File: src/rtl/irq_sequencer.sv
// irq_sequencer: CP0-lite exception/interrupt sequencer for the 5-stage MIPS pipeline.
// Prioritises EX-stage overflow over external IRQ lines (bit 0 highest) and issues a
// one-cycle redirect+flush to INT_VECTOR. On ERET it issues a one-cycle redirect to EPC.
// Optional build macro IRQ_EDGE_EN: when defined, irq_in is synchronised and rising edges
// latch pending bits until taken; when undefined, pending follows irq_in directly (level).
module irq_sequencer #(
    parameter int          NUM_IRQ    = 8,
    parameter logic [31:0] INT_VECTOR = 32'd356
) (
    input  logic               clk,
    input  logic               rst_n,
    input  logic [NUM_IRQ-1:0] irq_in,
    input  logic               ovf_exc,
    input  logic [31:0]        ex_pc,
    input  logic               eret,
    input  logic               pipe_hold,
    input  logic               en_wr,
    input  logic [NUM_IRQ-1:0] en_din,
    output logic               redirect,
    output logic [31:0]        redirect_pc,
    output logic               flush_all,
    output logic               in_service,
    output logic [31:0]        epc,
    output logic [31:0]        cause
);

    typedef enum logic [1:0] {
        ST_IDLE    = 2'd0,
        ST_TAKE    = 2'd1,
        ST_SERVICE = 2'd2,
        ST_RETURN  = 2'd3
    } state_t;

    state_t             state_r;
    state_t             state_nxt_s;
    logic [NUM_IRQ-1:0] enable_r;
    logic [NUM_IRQ-1:0] pending_s;
    logic [NUM_IRQ-1:0] masked_s;
    logic [7:0]         pend8_s;
    logic               take_s;
    logic               eret_go_s;
    logic               eret_pend_r;
    logic               redirect_r;
    logic [31:0]        redirect_pc_r;
    logic               in_service_r;
    logic [31:0]        epc_r;
    logic [31:0]        cause_r;

`ifdef IRQ_EDGE_EN
    logic [NUM_IRQ-1:0] sync1_r;
    logic [NUM_IRQ-1:0] sync2_r;
    logic [NUM_IRQ-1:0] sync3_r;
    logic [NUM_IRQ-1:0] pending_r;
    logic [NUM_IRQ-1:0] rise_s;
    logic [NUM_IRQ-1:0] clr_s;

    // One-hot of the lowest set bit (lowest index = highest priority).
    function automatic logic [NUM_IRQ-1:0] lowest_set(input logic [NUM_IRQ-1:0] vec);
        logic [NUM_IRQ-1:0] res;
        logic               found;
        res   = {NUM_IRQ{1'b0}};
        found = 1'b0;
        for (int i = 0; i < NUM_IRQ; i++) begin
            res[i] = vec[i] & ~found;
            found  = found | vec[i];
        end
        return res;
    endfunction

    // Rising-edge detect on the synchronised lines and the bit cleared when an IRQ is taken.
    always_comb begin
        rise_s = sync2_r & ~sync3_r;
        clr_s  = {NUM_IRQ{1'b0}};
        if (take_s && !ovf_exc) begin
            clr_s = lowest_set(masked_s);
        end else begin
            clr_s = {NUM_IRQ{1'b0}};
        end
    end

    // Two-flop synchroniser, edge history and sticky pending latch.
    always_ff @(posedge clk or negedge rst_n) begin
        if (!rst_n) begin
            sync1_r   <= {NUM_IRQ{1'b0}};
            sync2_r   <= {NUM_IRQ{1'b0}};
            sync3_r   <= {NUM_IRQ{1'b0}};
            pending_r <= {NUM_IRQ{1'b0}};
        end else begin
            sync1_r   <= irq_in;
            sync2_r   <= sync1_r;
            sync3_r   <= sync2_r;
            pending_r <= (pending_r & ~clr_s) | rise_s;
        end
    end

    assign pending_s = pending_r;
`else
    // Level-sensitive: the source holds its line until serviced, so there is nothing to clear.
    assign pending_s = irq_in;
`endif

    assign masked_s = pending_s & enable_r;

    // Zero-extend the pending snapshot to the 8-bit Cause field.
    always_comb begin
        pend8_s                = 8'd0;
        pend8_s[NUM_IRQ-1:0]   = pending_s;
    end

    // Next-state logic; entry and return qualifiers are gated by pipe_hold.
    always_comb begin
        state_nxt_s = state_r;
        take_s      = 1'b0;
        eret_go_s   = 1'b0;
        case (state_r)
            ST_IDLE: begin
                take_s = (ovf_exc | (|masked_s)) & ~pipe_hold;
                if (take_s) begin
                    state_nxt_s = ST_TAKE;
                end else begin
                    state_nxt_s = ST_IDLE;
                end
            end
            ST_TAKE: begin
                state_nxt_s = ST_SERVICE;
            end
            ST_SERVICE: begin
                eret_go_s = (eret | eret_pend_r) & ~pipe_hold;
                if (eret_go_s) begin
                    state_nxt_s = ST_RETURN;
                end else begin
                    state_nxt_s = ST_SERVICE;
                end
            end
            ST_RETURN: begin
                state_nxt_s = ST_IDLE;
            end
            default: begin
                state_nxt_s = ST_IDLE;
            end
        endcase
    end

    // State register.
    always_ff @(posedge clk or negedge rst_n) begin
        if (!rst_n) begin
            state_r <= ST_IDLE;
        end else begin
            state_r <= state_nxt_s;
        end
    end

    // Hold an ERET that arrived while the pipeline was stalled until the stall releases.
    always_ff @(posedge clk or negedge rst_n) begin
        if (!rst_n) begin
            eret_pend_r <= 1'b0;
        end else if (state_r != ST_SERVICE || eret_go_s) begin
            eret_pend_r <= 1'b0;
        end else if (eret && pipe_hold) begin
            eret_pend_r <= 1'b1;
        end else begin
            eret_pend_r <= eret_pend_r;
        end
    end

    // Interrupt enable mask; a write is visible from the next cycle in any state.
    always_ff @(posedge clk or negedge rst_n) begin
        if (!rst_n) begin
            enable_r <= {NUM_IRQ{1'b1}};
        end else if (en_wr) begin
            enable_r <= en_din;
        end else begin
            enable_r <= enable_r;
        end
    end

    // EPC and Cause: snapshot on entry; nested overflow sets the sticky Cause[31].
    always_ff @(posedge clk or negedge rst_n) begin
        if (!rst_n) begin
            epc_r   <= 32'd0;
            cause_r <= 32'd0;
        end else if (take_s) begin
            epc_r   <= ex_pc;
            cause_r <= {1'b0, 15'd0, pend8_s, 1'b0, (ovf_exc ? 5'd12 : 5'd0), 2'b00};
        end else if (state_r != ST_IDLE && ovf_exc) begin
            epc_r       <= epc_r;
            cause_r[31] <= 1'b1;
        end else begin
            epc_r   <= epc_r;
            cause_r <= cause_r;
        end
    end

    // Redirect/flush and in_service decoded from the next state so they align with TAKE/RETURN.
    always_ff @(posedge clk or negedge rst_n) begin
        if (!rst_n) begin
            redirect_r    <= 1'b0;
            redirect_pc_r <= 32'd0;
            in_service_r  <= 1'b0;
        end else begin
            case (state_nxt_s)
                ST_TAKE: begin
                    redirect_r    <= 1'b1;
                    redirect_pc_r <= INT_VECTOR;
                    in_service_r  <= 1'b0;
                end
                ST_RETURN: begin
                    redirect_r    <= 1'b1;
                    redirect_pc_r <= epc_r;
                    in_service_r  <= 1'b1;
                end
                ST_SERVICE: begin
                    redirect_r    <= 1'b0;
                    redirect_pc_r <= 32'd0;
                    in_service_r  <= 1'b1;
                end
                default: begin
                    redirect_r    <= 1'b0;
                    redirect_pc_r <= 32'd0;
                    in_service_r  <= 1'b0;
                end
            endcase
        end
    end

    assign redirect    = redirect_r;
    assign flush_all   = redirect_r;
    assign redirect_pc = redirect_pc_r;
    assign in_service  = in_service_r;
    assign epc         = epc_r;
    assign cause       = cause_r;

endmodule

File: config.mk
export PLATFORM = sky130hd
export DESIGN_NAME = irq_sequencer
export DESIGN_NICKNAME = d
export VERILOG_FILES = /design/src/rtl/irq_sequencer.sv
export SDC_FILE = /design/constraint.sdc
export NUM_CORES = 1
export LEC_CHECK = 0
export ABC_AREA = 1
export CORE_ASPECT_RATIO = 1.25
export CORE_MARGIN = 2
export CORE_UTILIZATION = 35
export DETAILED_ROUTE_END_ITERATION = 6
export PLACE_DENSITY = 0.77
export SLEW_MARGIN = 10
export SYNTH_ARGS = -nofsm -noshare
export SYNTH_HDL_FRONTEND = slang
export SYNTH_SLANG_ARGS = --single-unit
File: constraint.sdc
create_clock -name clk -period 1.8 [get_ports clk]
set_input_delay 0.27 -clock clk [delete_from_list [all_inputs] [get_ports clk]]
set_output_delay 0.27 -clock clk [all_outputs]
set_load 0.02 [all_outputs]
# After elaboration in Yosys (flattened, before gate mapping)
# Index checks and enable logic that the tools add are counted.
dict set report totals {
  reg_bits 91
  latch_bits 0
  ram_bits 0
  romBits 0
  input_bits 54
  out_inout_bits 99
  elab_cells 45
  n_memories 0
}
dict set report op_classes {
  n_addsub 0
  n_mul 0
  div 0
  magnitude_cmp 0
  n_eq_ne 7
  n_shift 0
  muxes 13
  n_bitwise 6
  n_reduce_logical 10
}
# cell count
set op_table {}
lappend op_table {{$pmux 32 s2} 1}
lappend op_table {{$mux 32} 1}
lappend op_table {{$mux 1} 9}
lappend op_table {{$and 8x8->8} 1}
lappend op_table {{$eq 2x2->1 const B} 4}
lappend op_table {{$pmux 2 s4} 1}
lappend op_table {{$reduce_or 8->1} 1}
lappend op_table {{$reduce_bool 2->1} 3}
lappend op_table {{$eq 2x1->1 const B} 2}
lappend op_table {{$mux 4} 1}
lappend op_table {{$reduce_or 2->1} 2}
lappend op_table {{$and 1x1->1} 2}
lappend op_table {{$logic_and 1x1->1} 2}
lappend op_table {{$logic_not 2->1} 1}
lappend op_table {{$ne 2x2->1 const B} 1}
lappend op_table {{$or 1x1->1} 2}
lappend op_table {{$logic_or 1x1->1} 1}
lappend op_table {{$not 1->1} 1}

# Logic depth before layout (Yosys ltp)
# Gate-level depths: netlist of run 1.
dict set report depth {
  ltp_word 9
  mapped_depth 8
  mapped_depth_nobuf 7
}

# Worst setup path after synthesis of run 1
# No wires, ideal clock.
dict set report synth_path {
  path_type {register to register}
  startpoint {register in_service (netlist name)}
  endpoint {register cause_r[10], in the netlist cause[10]}
  arrival_time_ns 1.349
  required_ns 1.734
  path_slack_ns 0.386
  path_stages_with_launch 8
  synth_period_minus_slack_ns 1.414
  cell_sequence {dfrtp_1 > inv_1 > ha_1 > inv_1 > nor2_2 > buf_1 > nand3_1 > nand2_1}
}
# element line
set synth_rtl {}
lappend synth_rtl {{to (signal assigned)} 184} ;# cause_r <= {1'b0, 15'd0, pend8_s, 1'b0, (ovf_exc ? 5'd12 : 5'd0), 2'b00};
lappend synth_rtl {{to (signal assigned)} 190} ;# cause_r <= cause_r;
lappend synth_rtl {{to (decl)} 47} ;# logic [31:0] cause_r;

# Final worst setup path of run 1
dict set report layout_path {
  startpoint {register epc_r[20], in the netlist epc[20]}
  endpoint {output port epc[20]}
}
# element line
set layout_rtl {}
lappend layout_rtl {{from (decl)} 46} ;# logic [31:0] epc_r;
lappend layout_rtl {{from (signal assigned)} 183} ;# epc_r <= ex_pc;
lappend layout_rtl {{from (signal assigned)} 186} ;# epc_r <= epc_r;
lappend layout_rtl {{from (signal assigned)} 189} ;# epc_r <= epc_r;
lappend layout_rtl {{to (decl)} 23} ;# output logic [31:0] epc,
# No word-level cell between the ends.

==> summary.txt, run 1 <==
Outcome
  • Status: complete, no violations

Timing
  • Final Max Tran Viols: 0
  • Fmax: 624.6 MHz
  • Hold Vio Cnt, Final: 0
  • Unrepaired setup endpoints after global routing: no
  • Final critical-path required period: approximately 1.6 ns
  • Clk_skew: 0.005618 ns
  • Max-slew headroom: 0.6642
  • Final worst path period share: 0.8894
  • Hold_ws: 0.4662 ns
  • Worst slew pin tran: 0.5037 ns
  • Final setup violation count: 0
  • Setup TNS: 0 ns

Layout
  • Area delta synth->final: 48.63%
  • Share of cells above drive strength 1: 0.1008
  • Most common cell after layout, fill and taps aside: clkdlybuf4s50_1
  • ANT cells: 0
  • Most frequent cells in the layout: clkdlybuf4s50_1 (130), nand2_1 (96), dfrtp_1 (78)
  • Final nets: 548

GRT
  • GRT Overall Usage: 0.1522
  • Global route overflow: 0
  • Vias in the first global route: 2723
  • Largest net degree at the start of global routing: 49
  • First-pass GRT wire length: 12.69 mm
  • Initial antenna violation count: 0

Yosys
  • Synth area leaders: dfrtp_1 (56%), nand2_1 (10%), dfstp_2 (6.0%)
  • Cell taking the most area after synthesis: dfrtp_1
  • Synth Area in XOR/XNOR: 0
  • Post-synthesis adder-cell area fraction: 0.01070
  • Ys flop type: dfrtp_1
  • Async set or reset register ratio after synthesis: 1.000
  • Largest family of logic cells by synthesized area: simple AND/OR/NAND/NOR gates
  • Synthesis-stage register bit count: 86
  • Mapped Area: 3510 sq um
  • Synth top area share: 0.5561
  • Synth Area per Inst: 9.831 sq um
  • Synth Warn #: 0
  • Post-synthesis compound-gate area fraction: 0.006417
  • Post-synthesis cell type count: 22
  • Mux cell area share after synthesis: 0.02567
  • Synth Instances: 357
  • EDFF count, synth: 0
  • Simple-gate area share of the yosys netlist: 0.2242
  • Seq/Total Area, Yosys: 0.6160

Setup path
  • Reg2Reg Depth: 6
  • Max stage delay on crit path: 0.63 ns
  • Delay-heaviest family, CP: buffers and inverters
  • Worst path depth: 1
  • CP Launch Type: flip-flop
  • Crit path DAT: 1.33 ns
  • Worst r2r src: in_service
  • Worst setup path class: reg -> out
  • CP cell instances: clkdlybuf4s50_1
  • CP startpoint: epc[20]
  • Crit-path max FO: 3
  • Reg2reg end: redirect_pc[27]
  • Worst Path Required: 1.53 ns
  • Worst R2R Setup Slack: roughly 0.28 ns
  • CP bufs+invs: 1
  • CP endpoint kind: output port
  • Critical-path top delay cell: clkdlybuf4s50_1

CTS
  • Max clock buf depth: 2
  • CTS resizes: 0
  • Clk sinks: 86
  • Htree depth: 3
  • Clock-pin slew on the worst setup and hold paths: 0.06 ns
  • Total CTS buffers: 9
  • CTS tree: done
  • CTS root buf: clkbuf_16
  • Clk Latency, worst-skew pair: 0.33 ns

Die
  • Die width: between 90 and 100 um
  • Initial Util: 0.3615
  • Std-Cell Rows: 40
  • Top-level port count: 153
  • Die height: 116.0 um
  • Die area: 10850 sq um
  • CORE AREA: 9709 sq um

Pwr
  • Sw power: 0.003093 W
  • Leak: roughly 2.6 nW
  • Total power: about 0.0085 W
  • Switching Fraction: 0.3628
  • Pint: about 0.0054 W
  • Sequential share of power: 0.353
  • Combinational power share: 0.426
  • Pwr per Cell Area: 1634 nW/um^2
  • Clock power frac: 0.220
  • Maximum vdd ir drop: 0.6158 mV

Detailed routing
  • Final ANT Viol Nets: 0
  • Average via count per standard cell: 4.375
  • DRC: 0
  • DR WL/cell: 13.07 um
  • Drt pass-1 iters: 6
  • Total Wirelength: 8.128 mm
  • DR vias: 2721
  • 1st-iter DRT viols: 68

Flow run
  • Max_cap viols: 0

Placement
  • Routability Congestion: around 0.81
  • HPWL after DPL: around 6.3 mm
  • PortBufs: 131

Hold path
  • Worst hold path class: in -> async
[logic make-up after synthesis]
group / after synthesis
other: 1
DFF: 86
AOI/OAI and AO/OA: 3
and+or+nand+nor: 181
muxes: 8
buffers and inverters: 75
adders and majority gates: 3
[per-stage QoR]
step	instance area (sq um)	instances	util	worst slack, ns
floorplan	3585	377	-	0.3858
global placement	4893	605	0.5040	0.1559
detailed placement	4893	605	0.5040	0.1121
CTS	5216	622	0.5372	0.1623
global route	5216	622	0.5372	0.1181
finish	5216	622	0.5372	0.1990
[worst max-delay path by stage]
stage / end / slack [ns]
after CTS: cause[4] / 0.16
after global placement: redirect_pc[23] / 0.16
final: epc[20] / 0.20
after floorplan: cause[10] / 0.39
after detailed placement: redirect_pc[15] / 0.11
after global routing: redirect_pc[15] / 0.12
[power groups by stage]
stage          clock, W  combinational [W]  sequential (W)
2_1_floorplan         0            0.00120         0.00375
6_report        0.00188            0.00364         0.00301
5_1_grt         0.00202            0.00397         0.00309
3_5_place_dp          0            0.00370         0.00304
4_1_cts         0.00194            0.00371         0.00302
3_3_place_gp          0            0.00362         0.00303
[flip-flops by register name, summed over array words and instances (netlist names)]
name and cells:
epc 32, flush_all 1, enable_r 8, redirect_pc 32, state_r 1, in_service 1
eret_pend_r 1, cause 10
[cells in the mapped netlist, types with 2 or more instances]
library cell / count
nand3_1: 41
dfstp_2: 8
mux2_2: 8
inv_1: 36
buf_4: 27
dfrtp_1: 78
buf_6: 2
nor2_1: 37
buf_2: 7
nand3_4: 2
nand2_1: 96
ha_1: 3
a21oi_2: 2
nor2_4: 2
[routing by layer]
metal | track usage | wire length (um)
met3 | 0.03251 | 548
met4 | 0.07150 | 78
met2 | 0.2734 | 4422
met1 | 0.1725 | 3080
met5 | 0 | 0
[area by class of cell]
| cell class | count | area [sq um] |
|---|---|---|
| Fill cell | 898 | 4493 |
| Sequential cell | 86 | 2162 |
| Timing Repair Buffer | 141 | 1424 |
| Multi-Input combinational cell | 216 | 1021 |
| Clock buffer | 14 | 274.0 |
| Tap cell | 126 | 157.7 |
| Inverter | 37 | 138.9 |
| Clock inverter | 2 | 38.79 |
[timing repair]
| action | 4_1_cts | 5_1_grt |
|---|---|---|
| hold buffers | 1 | 0 |
| buffers inserted | 0 | 0 |
| endpoints found under the hold margin | 30 | 0 |
(Power assumes the default switching activity.)
==> run 2, diff against run 1 <==
--- a/config.mk
+++ b/config.mk
@@ -6,11 +6,12 @@
 export NUM_CORES = 1
 export LEC_CHECK = 0
 export ABC_AREA = 1
+export CAP_MARGIN = 20
 export CORE_ASPECT_RATIO = 1.25
 export CORE_MARGIN = 2
-export CORE_UTILIZATION = 35
+export CORE_UTILIZATION = 24
 export DETAILED_ROUTE_END_ITERATION = 6
-export PLACE_DENSITY = 0.77
+export PLACE_DENSITY = 0.59
 export SLEW_MARGIN = 10
 export SYNTH_ARGS = -nofsm -noshare
 export SYNTH_HDL_FRONTEND = slang
==> constraint.sdc (replaced) <==
create_clock -name clk -period 1.97 [get_ports clk]
set_input_delay 0.2955 -clock clk [delete_from_list [all_inputs] [get_ports clk]]
set_output_delay 0.2955 -clock clk [all_outputs]
set_load 0.02 [all_outputs]
==> summary.txt, run 2 (synthesis gave the netlist of run 1 again) <==
Layout
  • Share of cells above drive strength 1: 0.1012 (+0.0004081)
  • Fin util: 0.3693 (-0.1680)
  • Area delta synth->final: 50.94%
  • Most frequent cells in the layout: clkdlybuf4s50_1 (130), nand2_1 (96), dfrtp_1 (78)
  • Fin cells: 672 (+8.0%)
  • Fillers: 1462 (+63%)
  • Most common cell after layout, fill and taps aside: clkdlybuf4s50_1
  • ANT cells: 0 (unchanged)
  • Final nets: 546 (-0.36%)

CTS
  • Htree depth: 3 (unchanged)
  • CTS tree: done
  • Max clock buf depth: 2 (unchanged)
  • Setup Buffers After CTS: 0 (unchanged)
  • Clk Latency, worst-skew pair: 0.34 ns (about the same)
  • Clk sinks: 86 (unchanged)
  • Total CTS buffers: 9 (unchanged)
  • Clock-pin slew on the worst setup and hold paths: 0.06 ns (about the same)
  • CTS root buf: clkbuf_16

Timing
  • Final critical-path required period: 1.657 ns
  • Fmax: 603.4 MHz
  • Hold Vio Cnt, Final: 0 (unchanged)
  • Clk_skew: 0.008675 ns (+0.003057 ns)
  • Final setup violation count: 0 (unchanged)
  • Setup TNS: 0 ns (unchanged)
  • Final worst path period share: 0.8412
  • PnR worst setup slack: 0.3128 ns (+0.1138 ns)
  • Final Max Tran Viols: 0 (unchanged)
  • Unrepaired setup endpoints after global routing: no

Placement
  • Routability Congestion: 0.7979 (-1.9%)
  • PortBufs: 131 (unchanged)
  • Dpl cells: 655 (+8.3%)
  • Worst slack, placed: 0.2114 ns (+0.09931 ns)
  • HPWL after DPL: 6.729 mm (+7.7%)

Detailed routing
  • DR vias: 2768 (+1.7%)
  • Average via count per standard cell: 4.119 (-5.8%)
  • DRC: 0 (unchanged)
  • 1st-iter DRT viols: 210 (+210%)
  • Drt pass-1 iters: 4 (-2)
  • Final ANT Viol Nets: 0 (unchanged)
  • Total Wirelength: 9.068 mm (+12%)
  • DR WL/cell: 13.49 um (+3.3%)

Pwr
  • Total power: 0.007987 W (-6.3%)
  • Combinational power share: 0.418 (-0.008)
  • Pwr per Cell Area: 1508 nW/um^2 (-7.8%)
  • Sequential share of power: 0.344 (-0.009)
  • Leak: 2.564 nW (+0.27%)
  • Maximum vdd ir drop: 0.6053 mV (-1.7%)
  • Pint: 0.005070 W (-6.7%)
  • Switching Fraction: 0.3652 (+0.002446)
  • Clock power frac: 0.239 (+0.019)
  • Sw power: 0.002917 W (-5.7%)

GRT
  • Largest net degree at the start of global routing: 53 (+8.2%)
  • First-pass GRT wire length: 14.61 mm (+15%)
  • Global route overflow: 0 (unchanged)
  • GRT Overall Usage: 0.1218 (-0.03047)
  • Vias in the first global route: 2775 (+1.9%)
  • Initial antenna violation count: 0 (unchanged)

Setup path
  • Worst R2R Setup Slack: 0.43 ns (+0.15 ns)
  • Worst setup path class: reg -> out
  • Worst r2r src: state_r[0]
  • Crit path DAT: 1.36 ns (+0.03 ns)
  • Max stage delay on crit path: 0.66 ns (+0.03 ns)
  • Critical-path top delay cell: clkdlybuf4s50_1
  • Crit-path max FO: 3 (unchanged)
  • Delay-heaviest family, CP: buffers and inverters
  • Reg2reg end: redirect_pc[30]
  • CP cell instances: clkdlybuf4s50_1
  • Worst Path Required: 1.67 ns (+0.14 ns)
  • Worst path depth: 1 (unchanged)
  • CP bufs+invs: 1 (unchanged)
  • CP Launch Type: flip-flop
  • Reg2Reg Depth: 6 (unchanged)
  • CP endpoint kind: output port

Die
  • Initial Util: 0.2446 (-0.1168)
  • CORE AREA: 14350 sq um (+48%)
  • Top-level port count: 153 (unchanged)
  • Die height: 139.2 um (+20%)
  • Die width: 112.2 um (+20%)
  • Std-Cell Rows: 49 (+23%)
  • Die area: 15610 sq um (+44%)

Outcome
  • Status: complete, no violations

Hold path
  • Worst hold path class: in -> async

Flow run
  • Max_cap viols: 0 (unchanged)
==> run 2: changes by cell type in the layout (fill, tap and decap cells not counted) <==
cell       change
clkinv_4       +1
bufinv_16      +1
clkbuf_1       -2
buf_4          -2
==> run 2: through the flow <==
step                      area, sq um  hold slack (ns)
after floorplan                  3585      -0.00009107
after global placement           4943           0.2828
after detailed placement         4943           0.2842
after CTS                        5298           0.4585
after global routing             5298           0.4940
final                            5298           0.4599
==> run 2: final cells by class <==
| class | count | area [sq um] | area share |
|---|---|---|---|
| Timing Repair Buffer | 139 | 1409 | 0.2659 |
| Inverter | 37 | 138.9 | 0.02622 |
| Clock inverter | 4 | 77.57 | 0.01464 |
| Multi-Input combinational cell | 216 | 1021 | 0.1927 |
| Tap cell | 178 | 222.7 | 0.04204 |
| Clock buffer | 12 | 266.5 | 0.05031 |
| Sequential cell | 86 | 2162 | 0.4081 |
==> run 2: repair_timing <==
| action | 4_1_cts | 5_1_grt |
|---|---|---|
| resized for setup | 0 | 0 |
| endpoints found under the hold margin | 26 | 0 |
| setup endpoints to repair | 0 | 0 |
| hold buffers | 1 | 0 |
==> run 2: power groups by stage <==
| stage | Combinational [W] | Sequential (W) | Clock (W) |
|---|---|---|---|
| 2_1_floorplan | 0.00109 | 0.00343 | 0 |
| 3_3_place_gp | 0.00336 | 0.00276 | 0 |
| 3_5_place_dp | 0.00340 | 0.00278 | 0 |
| 4_1_cts | 0.00340 | 0.00276 | 0.00197 |
| 5_1_grt | 0.00363 | 0.00283 | 0.00205 |
| 6_report | 0.00333 | 0.00275 | 0.00191 |
==> run 2: routing by layer <==
layer	vias up	wire, um	track usage
met5	-	0	0
met4	0	155	0.04685
met3	11	571	0.03759
met2	109	4530	0.2020
met1	1332	3811	0.1481
li1	1316	-	-
==> run 2: worst max path at each step <==
stage,start,to,slack [ns]
2_1_floorplan,in_service,cause[10],0.56
3_3_place_gp,irq_in[3],redirect_pc[15],0.27
3_5_place_dp,irq_in[0],redirect_pc[30],0.21
4_1_cts,cause[5],cause[4],0.29
5_1_grt,state_r[0],redirect_pc[30],0.24
6_report,cause[5],cause[5],0.31
